===== src/rtl/unidade_acesso_memoria_pkg.sv =====
// Shared definitions for the MIPS data-memory load/store unit: opcodes,
// FSM state encoding and opcode classification helpers.
package pacote_memoria;

    localparam int LARGURA_PALAVRA = 16;

    localparam logic [2:0] OP_LW  = 3'b000;
    localparam logic [2:0] OP_LB  = 3'b001;
    localparam logic [2:0] OP_LBU = 3'b010;
    localparam logic [2:0] OP_SW  = 3'b011;
    localparam logic [2:0] OP_SB  = 3'b100;

    typedef enum logic [2:0] {
        OCIOSO      = 3'd0,
        LEITURA     = 3'd1,
        ESCRITA     = 3'd2,
        RMW_LEITURA = 3'd3,
        RMW_ESCRITA = 3'd4,
        FIM         = 3'd5
    } estado_t;

    function automatic logic eh_carga(input logic [2:0] op);
        return (op == OP_LW) || (op == OP_LB) || (op == OP_LBU);
    endfunction

    function automatic logic eh_op_byte(input logic [2:0] op);
        return (op == OP_LB) || (op == OP_LBU) || (op == OP_SB);
    endfunction

endpackage


===== src/rtl/unidade_acesso_memoria_alinhador_byte.sv =====
// Byte lane handling for the load/store unit: extends the selected byte for
// LB/LBU and merges a store byte into a read word for SB.
module alinhador_byte
    import pacote_memoria::*;
(
    input  logic [LARGURA_PALAVRA-1:0] palavra_lida,
    input  logic                       seleciona_alto,
    input  logic                       com_sinal,
    input  logic [7:0]                 byte_escrita,
    output logic [LARGURA_PALAVRA-1:0] byte_estendido,
    output logic [LARGURA_PALAVRA-1:0] palavra_mesclada
);

    logic [7:0] byte_selecionado;

    // Little-endian: address bit 0 set picks the upper byte of the word.
    assign byte_selecionado = seleciona_alto ? palavra_lida[15:8] : palavra_lida[7:0];
    assign byte_estendido   = {{8{com_sinal & byte_selecionado[7]}}, byte_selecionado};
    assign palavra_mesclada = seleciona_alto ? {byte_escrita, palavra_lida[7:0]}
                                             : {palavra_lida[15:8], byte_escrita};

endmodule


===== src/rtl/unidade_acesso_memoria.sv =====
// Load/store unit sequencing the 16-bit byte-addressed data memory; SB is a
// read-modify-write. Define ALIGN_CHECK_EN to reject misaligned LW/SW.
module unidade_acesso_memoria
    import pacote_memoria::*;
#(
    parameter int ENDERECO_MAX = 255
) (
    input  logic                       clock,
    input  logic                       reset,
    input  logic                       req,
    input  logic [2:0]                 operacao,
    input  logic [15:0]                endereco,
    input  logic [LARGURA_PALAVRA-1:0] dado_escrita,
    output logic                       ocupado,
    output logic                       concluido,
    output logic                       erro,
    output logic [LARGURA_PALAVRA-1:0] dado_leitura,
    output logic                       mem_permisao_leitura,
    output logic                       mem_permisao_escrita,
    output logic [15:0]                mem_endereco,
    output logic [LARGURA_PALAVRA-1:0] mem_dado_escrita,
    input  logic [LARGURA_PALAVRA-1:0] mem_dado_leitura
);

    localparam logic [16:0] LIMITE_BYTE    = 17'(ENDERECO_MAX);
    localparam logic [16:0] LIMITE_PALAVRA = 17'(ENDERECO_MAX - 1);

    estado_t                      estado, proximo;
    logic                         aceita;
    logic                         erro_pedido;
    logic [2:0]                   operacao_reg;
    logic [15:0]                  endereco_reg;
    logic [LARGURA_PALAVRA-1:0]   dado_reg;
    logic [LARGURA_PALAVRA-1:0]   mesclada_reg;
    logic [LARGURA_PALAVRA-1:0]   byte_estendido;
    logic [LARGURA_PALAVRA-1:0]   palavra_mesclada;
    logic [15:0]                  endereco_acesso;
    logic                         escrita_interna;
    logic                         erro_reg;
    logic [LARGURA_PALAVRA-1:0]   dado_leitura_reg;

    assign aceita = (estado == OCIOSO) && req;

    always_comb begin
        erro_pedido = 1'b0;
        case (operacao)
            OP_LW, OP_SW: begin
                erro_pedido = ({1'b0, endereco} > LIMITE_PALAVRA);
`ifdef ALIGN_CHECK_EN
                erro_pedido = erro_pedido | endereco[0];
`endif
            end
            OP_LB, OP_LBU, OP_SB: erro_pedido = ({1'b0, endereco} > LIMITE_BYTE);
            default:              erro_pedido = 1'b1;
        endcase
    end

    // NOTE: sequential state uses non-blocking assignments so every register
    // samples the pre-edge values, independent of process evaluation order.
    always_ff @(posedge clock) begin
        if (reset) estado <= OCIOSO;
        else       estado <= proximo;
    end

    // NOTE: captured request fields carry no reset; the FSM never consumes
    // them until a request has loaded them.
    always_ff @(posedge clock) begin
        if (aceita) begin
            operacao_reg <= operacao;
            endereco_reg <= endereco;
            dado_reg     <= dado_escrita;
        end
        if (estado == RMW_LEITURA) mesclada_reg <= palavra_mesclada;
    end

    always_ff @(posedge clock) begin
        if (reset) begin
            erro_reg         <= 1'b0;
            dado_leitura_reg <= '0;
        end else if (aceita) begin
            erro_reg <= erro_pedido;
            if (erro_pedido && eh_carga(operacao)) dado_leitura_reg <= '0;
        end else if (estado == LEITURA) begin
            dado_leitura_reg <= (operacao_reg == OP_LW) ? mem_dado_leitura : byte_estendido;
        end
    end

    alinhador_byte u_alinhador (
        .palavra_lida     (mem_dado_leitura),
        .seleciona_alto   (endereco_reg[0]),
        .com_sinal        (operacao_reg == OP_LB),
        .byte_escrita     (dado_reg[7:0]),
        .byte_estendido   (byte_estendido),
        .palavra_mesclada (palavra_mesclada)
    );

    assign endereco_acesso = eh_op_byte(operacao_reg) ? {endereco_reg[15:1], 1'b0}
                                                      : endereco_reg;

    // NOTE: every output of this block gets a default first so no path
    // through the case statement can infer a latch.
    always_comb begin
        proximo              = estado;
        mem_permisao_leitura = 1'b0;
        escrita_interna      = 1'b0;
        mem_endereco         = '0;
        mem_dado_escrita     = '0;
        case (estado)
            OCIOSO: begin
                if (req) begin
                    if (erro_pedido)            proximo = FIM;
                    else if (operacao == OP_SB) proximo = RMW_LEITURA;
                    else if (operacao == OP_SW) proximo = ESCRITA;
                    else                        proximo = LEITURA;
                end
            end
            LEITURA, RMW_LEITURA: begin
                mem_permisao_leitura = 1'b1;
                mem_endereco         = endereco_acesso;
                proximo              = (estado == LEITURA) ? FIM : RMW_ESCRITA;
            end
            ESCRITA: begin
                escrita_interna  = 1'b1;
                mem_endereco     = endereco_acesso;
                mem_dado_escrita = dado_reg;
                proximo          = FIM;
            end
            RMW_ESCRITA: begin
                escrita_interna  = 1'b1;
                mem_endereco     = endereco_acesso;
                mem_dado_escrita = mesclada_reg;
                proximo          = FIM;
            end
            FIM:     proximo = OCIOSO;
            default: proximo = OCIOSO;
        endcase
    end

    // Write enable dropped combinationally so a reset edge never commits a write.
    assign mem_permisao_escrita = escrita_interna & ~reset;

    assign ocupado      = (estado != OCIOSO);
    assign concluido    = (estado == FIM);
    assign erro         = erro_reg;
    assign dado_leitura = dado_leitura_reg;

endmodule

===== config.mk =====
export PLATFORM = sky130hd
export DESIGN_NAME = unidade_acesso_memoria
export DESIGN_NICKNAME = d
export VERILOG_FILES = /design/src/rtl/unidade_acesso_memoria_pkg.sv /design/src/rtl/unidade_acesso_memoria_alinhador_byte.sv /design/src/rtl/unidade_acesso_memoria.sv
export SDC_FILE = /design/constraint.sdc
export NUM_CORES = 1
export LEC_CHECK = 0
export BUFFER_PORTS_ARGS = -buffer_cell sky130_fd_sc_hd__buf_2
export CORE_UTILIZATION = 50
export DETAILED_ROUTE_END_ITERATION = 8
export HOLD_SLACK_MARGIN = 0.15
export PLACE_DENSITY = 0.82
export SYNTH_ARGS = -nofsm -noshare
export SYNTH_HDL_FRONTEND = slang
export SYNTH_SLANG_ARGS = --single-unit

===== constraint.sdc =====
create_clock -name clock -period 3.6 [get_ports clock]
set_input_delay 0.72 -clock clock [delete_from_list [all_inputs] [get_ports clock]]
set_output_delay 0.72 -clock clock [all_outputs]
set_load 0.05 [all_outputs]

======== After elaboration in Yosys (flattened, before gate mapping) ========
Index checks and enable logic that the tools add are counted.
W data, S select, Z words.
word-level totals
  flip-flop bits (word level) ............. 71
  bits of input ports ..................... 54
  output and inout bits ................... 53
  word-level logic and storage cells ...... 61
cells by class
  $lt $le $gt $ge ......................... 2
  equality and inequality tests ........... 14
  multiplexer cells ....................... 18
  bitwise gates (word level) .............. 3
  reductions and logical operators ........ 17
operators with widths
  cell                   count
  $mux W16               6
  $gt A16 B8 Y1 const B  2
  $pmux W16 S2           1
  $eq A3 B2 Y1 const B   5
  $eq A3 B3 Y1 const B   4
  $eq A3 B1 Y1 const B   3
  $logic_not A3 Y1       3
  $pmux W3 S3            1
  $mux W8                1
  $mux W3                2
  $reduce_or A2 Y1       3
  $logic_or A1 B1 Y1     4
  $mux W1                4
  $mux W2                2
  $reduce_or A4 Y1       1
  $reduce_bool A3 Y1     1
  $reduce_or A3 Y1       1
  $and A1 B1 Y1          2
  $logic_and A1 B1 Y1    2
  $ne A2 B1 Y1 const B   1
  $ne A2 B2 Y1 const B   1
  $pmux W1 S2            1
  $reduce_and A2 Y1      1
  $reduce_bool A2 Y1     1
  $not A1 Y1             1

======== Longest topological paths before layout ========
Gate-level depths: netlist of the first run.
  depth after elaboration ................. 6
  gate-level depth with buffers ........... 6
  depth with buffers taken out ............ 4

======== Modules after synthesis ========
A second synthesis of the first run with hierarchy kept.
second synthesis, totals
  cells, all modules ...................... 241
  area, all modules ....................... 3310.7 um^2
modules (own cells, without submodules)
  module                  instances  cells each  area each (um^2)  seq. area each (um^2)
  unidade_acesso_memoria  1          206         2937.8            1931.9
  alinhador_byte          1          35          372.9             0.0

======== Least setup slack after synthesis of the first run ========
No wires, ideal clock.
  path kind ............................... input to register
  start point ............................. input port req
  end point ............................... register dado_leitura_reg[10], in the netlist dado_leitura[10]
  setup time .............................. 0.122 ns
  arrival time ............................ 2.740 ns
  required time ........................... 3.478 ns
  slack ................................... 0.739 ns
  stages on the path ...................... 5
  buffers on the path ..................... 1
  path through ............................ nor4b_4 -> nand2_2 -> o2bb2ai_4 -> buf_12 -> mux2i_1
between the ends
  longest elaborated chain between the ends .. 3
  elaborated cells between the ends (all ways) .. 5
  classes of those cells .................. eq/ne: 1; mux: 1; reduce/logical: 3
ends and longest elaborated chain
  what                                                                 RTL line                      RTL
  from (decl)                                                          unidade_acesso_memoria.sv:10  input logic req,
  $logic_and A1 B1 Y1 *                                                unidade_acesso_memoria.sv:42  assign aceita = (estado == OCIOSO) && req;
  $ne A2 B1 Y1 (no line) / $reduce_bool A2 Y1 (equally long branches)  -
  $reduce_and A2 Y1 (no line)                                          -
  to (signal assigned)                                                 unidade_acesso_memoria.sv:84  dado_leitura_reg <= (operacao_reg == OP_LW) ? mem_dado_leitura : byte_estendido;
  to (decl)                                                            unidade_acesso_memoria.sv:40  logic [LARGURA_PALAVRA-1:0] dado_leitura_reg;
Every way passes the cells marked *; elsewhere a longest branch is shown, timed or not.
A chain may end at the register's enable or synchronous reset.

======== Worst setup path in the final report of the first run ========
  start point ............................. register estado[1]
  end point ............................... output port mem_endereco[0]
between the ends
  longest elaborated chain between the ends .. 3
  elaborated cells between the ends (all ways) .. 6
  classes of those cells .................. eq/ne: 4; mux: 1; reduce/logical: 1
ends and longest elaborated chain
  what                                  RTL line                       RTL
  from (decl)                           unidade_acesso_memoria.sv:28   estado_t estado, proximo;
  from (signal assigned)                unidade_acesso_memoria.sv:62   else estado <= proximo;
  $eq A3 B2 Y1 (tied with other cells)  unidade_acesso_memoria.sv:108  case (estado)
  $reduce_or A4 Y1 (no line) *          -
  $mux W16 *                            unidade_acesso_memoria.sv:108
  to (decl)                             unidade_acesso_memoria.sv:20   output logic [15:0] mem_endereco,
Marks and branches as above.

==> results of run 1 <==
## worst max path at each step
| stage | end | slack, ns | depth (start not counted) |
|---|---|---|---|
| after floorplan | dado_leitura[10]$_SDFFE_PP0P_ | 0.74 | 5 |
| after global placement | mem_endereco[0] | 1.17 | 4 |
| after detailed placement | mem_endereco[0] | 1.09 | 4 |
| after CTS | mem_endereco[0] | 0.74 | 4 |
| after global routing | mem_endereco[0] | 0.51 | 4 |
| final | mem_endereco[0] | 0.76 | 4 |
## power groups by stage
stage / clock network [mW] / registers [mW] / logic (mW)
3_5_place_dp: 0 / 0.962 / 0.402
3_3_place_gp: 0 / 0.960 / 0.397
2_1_floorplan: 0 / 0.992 / 0.265
5_1_grt: 0.646 / 0.949 / 0.426
4_1_cts: 0.607 / 0.945 / 0.404
6_report: 0.599 / 0.945 / 0.402
## logic make-up after synthesis
kind of cell,share of synthesized area (%)
simple gates,14.0
compound gates,9.69
xor+xnor,0.543
mux,13.6
buf+inv,2.25
flops,59.8
## cell type report
class	count	share of cell area [%]
Clock inverter	4	1.19
Timing Repair Buffer	111	14.2
Clock buffer	12	3.38
Inverter	1	0.0938
Multi-Input combinational cell	150	30.6
Tap cell	75	2.34
Sequential cell	71	48.2
## critical path, delay by kind of cell (launching register included)
| kind | cells | cell delay, ns |
|---|---|---|
| buffers and inverters | 1 | 0.25 |
| DFF | 1 | 0.53 |
| and+or+nand+nor | 3 | 1.00 |
## cell usage in the layout, fill, tap and decap left out, types with 2 or more instances in the layout
cell type,instances
edfxtp_1,51
a22o_1,16
o21ai_1,2
nand2b_1,16
clkbuf_1,3
nor3_1,2
buf_4,5
and3_1,2
nor3b_2,2
mux2_2,18
a211oi_1,2
clkbuf_8,9
nand2_1,12
dfxtp_1,20
and2_1,16
xor2_1,2
mux2_1,6
nor2_1,7
buf_2,106
o21ai_0,9
clkinv_2,2
a21oi_1,2
mux2i_1,17
nor4_2,2
## per-layer routing
metal | routed length [µm] | GRT usage, %
met3 | 377 | 4.18
met5 | 0 | 0
met4 | 133 | 13.2
met2 | 3270 | 33.2
met1 | 3040 | 28.1
## synth_stat cells, drive strengths merged (2+ instances only)
cell and n:
nor3 2, dfxtp 20, a211oi 2, and2 16, nor4 2, a21oi 2, nor3b 2, edfxtp 51
mux2i 17, nor2 7, nand2b 16, clkbuf 6, and3 2, o21ai 11, mux2 24, xor2 2
buf 6, o31ai 2, nand2 13, nand4b 2, a22o 16
## per-stage QoR
step	setup slack (ns)	std cells	total power, mW
6_report	0.758	424	1.95
5_1_grt	0.514	424	2.02
4_1_cts	0.735	424	1.96
3_5_place_dp	1.09	408	1.36
3_3_place_gp	1.17	408	1.36
2_1_floorplan	0.739	234	1.26
==> flow_metrics.py, run 1 <==
metrics = {
    "run_status": {
        "outcome": "finished, final reports clean",
    },
    "placement": {
        "hpwl_mm": 4.85,
        "io_buffers": 106,
        "placed_area_um2": 3820,
        "place_congestion": 0.767,
    },
    "timing": {
        "setup_viol": 0,
        "fin_worst_hold_slack_ns": 0.481,
        "timing.final.hold_violations": 0,
        "fmax_mhz": 352,
        "relSlewSlack_pct": 50.3,
        "finalMaxSlewViolations": 0,
        "tns_ns": 0,
        "period_minus_slack_ns": 2.84,
        "period_share_pct": 78.9,
        "worst_pin_slew_ns": 0.745,
        "fin_worst_skew_ns": 0.00967,
        "rsz0062_at_grt": "no",
    },
    "critical_path": {
        "r2r-end": "dado_leitura[2]$_SDFFE_PP0P_",
        "r2r_cells": 5,
        "crit_fanout": 16,
        "worstSetupPathType": "reg2out",
        "cp-startpoint": "estado[1]$_SDFFE_PP0P_",
        "cpPeakStageDelay_ns": 0.60,
        "r2r_start": "estado[0]$_SDFFE_PP0P_",
        "rrSetupSlack_ns": 1.63,
        "arrival_ns": 2.12,
        "crit_required_ns": 2.88,
        "crit_path_end_kind": "output port",
        "crit_path_cell_trace": "nor3_1 > nor2_1 > and3_1 > buf_2",
        "worstSetupStartpointType": "flip-flop",
        "crit_slowest_cell": "nor2_1",
    },
    "power_and_ir_drop": {
        "power_leakage_nw": 1.72,
        "powerDensity_nw_per_um2": 486,
        "pwr-share-seq_pct": 48.6,
        "comb_power_share_pct": 20.6,
        "clockPowerShare_pct": 30.8,
        "switching_power_mw": 0.581,
        "peakVddDrop_uv": 323,
        "sw_frac_of_total_pct": 29.9,
        "p_int_mw": 1.36,
    },
    "yosys": {
        "synth-async-reset-ratio_pct": 0,
        "ys_warn_count": 0,
        "syn_nets": 288,
        "synth_seq_cells": 71,
        "synth_ff_type": "edfxtp_1",
        "syn_inst": 234,
        "ys_types": 42,
        "yosysTopAreaCellShare_pct": 47.4,
        "synthTopCellsByArea": "edfxtp_1 (47%), dfxtp_1 (12%), mux2_2 (6.3%)",
        "syn-cell-area_um2": 3230,
        "avgSynthCellArea_um2": 13.8,
        "synth-edff-count": 51,
        "post-synth-top-area-cell": "edfxtp_1",
        "yosysSeqAreaShare_pct": 59.8,
    },
    "die": {
        "initial_core_util_pct": 53.3,
        "core-area_um2": 6060,
        "die_w_um": 82.4,
        "floorplan.rows": 28,
        "io_pins": 107,
        "die_y_um": 82.4,
        "fp.dieArea_um2": 6780,
    },
    "detailed_routing": {
        "vias_per_cell": 5.29,
        "drt_wl_total_mm": 6.82,
        "route.detailed.drc": 0,
        "drt-pass1-iter-count": 4,
        "vias": 2241,
        "wl_per_cell_um": 16.1,
        "drt-initial-drc-count": 142,
        "ant_nets": 0,
    },
    "layout": {
        "seq_area_um2": 1930,
        "layout-drive-gt1-share_pct": 43.8,
        "design_area_um2": 4000,
        "multi_input_area_um2": 1220,
        "synthToLayoutAreaGrowth_pct": 24.0,
        "nFillCells": 455,
        "final_util_pct": 66.1,
        "n_antenna_cell": 0,
        "nets": 398,
    },
    "clock_tree": {
        "path_clk_slew_ns": 0.07,
        "cts_setup_buffers": 0,
        "cts_made_buffers": 9,
        "cts_hold_buf": 0,
        "worstSkewPairLatency_ns": 0.34,
        "h-tree-depth": 3,
        "cts-root-buf": "clkbuf_8",
        "clockBufferDepth": 2,
        "cts.sinks": 71,
        "tritoncts": "yes",
        "cts_resized": 0,
    },
    "worst_hold_path": {
        "worstHoldStart": "dado_leitura[12]$_SDFFE_PP0P_",
        "hold_path.class": "reg2reg",
        "hold_end": "dado_leitura[12]$_SDFFE_PP0P_",
        "worstHoldPathCells": 2,
    },
    "global_route": {
        "grt_usage_pct": 21.6,
        "antenna_found_initial": 0,
        "grt_pass1_vias": 2152,
        "overflow": 0,
        "grt_start_max_net_pins": 30,
        "grt_pass1_wl_mm": 10.5,
    },
    "job": {
        "cap_violations": 0,
    },
}
Note: power is estimated with default switching activity, not from simulation.
==> run 2: changes to the inputs <==
clock period = 2.9 ns   (was 3.6 ns; I/O delays follow)
==> flow_metrics.py, run 2 (same netlist as run 1, synthesis figures left out) <==
metrics = {
    "run_status": {
        "outcome": "finished, final reports clean",
    },
    "timing": {
        "tns_ns": 0,
        "relSlewSlack_pct": 54.5,
        "setup_ws_ns": 0.444,
        "fmax_mhz": 407,
        "fin_worst_hold_slack_ns": 0.424,
        "worst_pin_slew_ns": 0.683,
        "fin_worst_skew_ns": 0.00969,
        "period_minus_slack_ns": 2.46,
        "rsz0062_at_grt": "no",
        "setup_viol": 0,
        "period_share_pct": 84.7,
        "finalMaxSlewViolations": 0,
        "timing.final.hold_violations": 0,
    },
    "global_route": {
        "antenna_found_initial": 0,
        "grt_pass1_wl_mm": 10.3,
        "grt_start_max_net_pins": 27,
        "grt_pass1_vias": 2117,
        "grt_usage_pct": 20.8,
        "overflow": 0,
    },
    "critical_path": {
        "worstSetupPathType": "reg2out",
        "crit_slowest_cell": "dfxtp_1",
        "cpPeakStageDelay_ns": 0.42,
        "arrival_ns": 1.88,
        "cp-startpoint": "estado[1]$_SDFFE_PP0P_",
        "crit_required_ns": 2.32,
        "cp_top_family": "simple AND/OR/NAND/NOR gates",
        "r2r_start": "estado[1]$_SDFFE_PP0P_",
        "cp.buffers_inverters": 2,
        "crit_path_cell_trace": "nor3_1 > nor2_1 > buf_4 > and2_1 > buf_2",
        "worstSetupStartpointType": "flip-flop",
        "crit_fanout": 14,
        "crit_path_end_kind": "output port",
    },
    "placement": {
        "hpwl_mm": 4.86,
        "dp_slack_ns": 0.557,
        "place_inst": 409,
        "io_buffers": 106,
        "placed_area_um2": 3830,
        "place_congestion": 0.780,
    },
    "clock_tree": {
        "cts.sinks": 71,
        "cts-root-buf": "clkbuf_8",
        "cts_hold_buf": 0,
        "cts_resized": 0,
        "tritoncts": "yes",
        "clockBufferDepth": 2,
        "worstSkewPairLatency_ns": 0.33,
        "path_clk_slew_ns": 0.07,
        "cts_setup_buffers": 0,
        "cts_made_buffers": 9,
        "h-tree-depth": 3,
    },
    "power_and_ir_drop": {
        "design_power_total_mw": 2.31,
        "powerDensity_nw_per_um2": 581,
        "peakVddDrop_uv": 407,
        "power_leakage_nw": 1.71,
    },
    "layout": {
        "design_area_um2": 3980,
        "final_util_pct": 65.7,
        "synthToLayoutAreaGrowth_pct": 23.3,
        "n_antenna_cell": 0,
        "stdcell_count": 425,
        "layout_commonest_cell": "buf_2",
        "layout_common_cells": "buf_2 (106), edfxtp_1 (51), dfxtp_1 (20)",
        "nets": 399,
        "layout-drive-gt1-share_pct": 43.4,
    },
    "worst_hold_path": {
        "worstHoldStart": "dado_escrita[2]",
        "hold_path.class": "in2reg",
    },
    "detailed_routing": {
        "drt_wl_total_mm": 6.75,
        "route.detailed.drc": 0,
        "wl_per_cell_um": 15.9,
        "vias": 2271,
        "drt-pass1-iter-count": 4,
        "ant_nets": 0,
        "vias_per_cell": 5.34,
        "drt-initial-drc-count": 171,
    },
    "die": {
        "fp.dieArea_um2": 6780,
        "floorplan.rows": 28,
        "die_y_um": 82.4,
        "initial_core_util_pct": 53.3,
        "core-area_um2": 6060,
        "die_w_um": 82.4,
        "io_pins": 107,
    },
    "job": {
        "cap_violations": 0,
    },
}
[run 2: per-layer routing]
metal  global-route usage (%)  share of wire [%]
met4                     8.42                1.5
met3                     3.19                5.4
met2                     33.3                 48
met1                     28.2                 45
met5                        0                  0
[run 2: layout make-up]
class	count	area, µm²
well taps	75	93.8
clock inverters	3	13.8
multi-input cells	150	1220
flip-flops and latches	71	1930
fillers	478	2080
repair buffers	112	576
clock buffers	13	139
inverters	1	3.75
[run 2: final timing paths]
path | slack [ns] | end | cells after the start
hold / removal | 0.42 | dado_reg[2]$_DFFE_PP_ | 1
hold reg to reg | 0.48 | dado_leitura[12]$_SDFFE_PP0P_ | 2
setup / recovery | 0.44 | mem_endereco[7] | 5
setup reg to reg | 0.89 | dado_leitura[14]$_SDFFE_PP0P_ | 5
[run 2: where the power goes]
part	internal (mW)	total, mW	switching (mW)
Sequential	1.14	1.17	0.0296
Combinational	0.158	0.502	0.344
Clock	0.306	0.637	0.330
Total	1.61	2.31	0.704
[run 2: worst reg2reg max path, cell delays in order, from the launching register on]
cell       delay (ns)
dfxtp_1          0.55
nor4b_4          0.09
buf_4            0.26
a2111oi_2        0.63
o21ai_0          0.21
mux2i_1          0.19
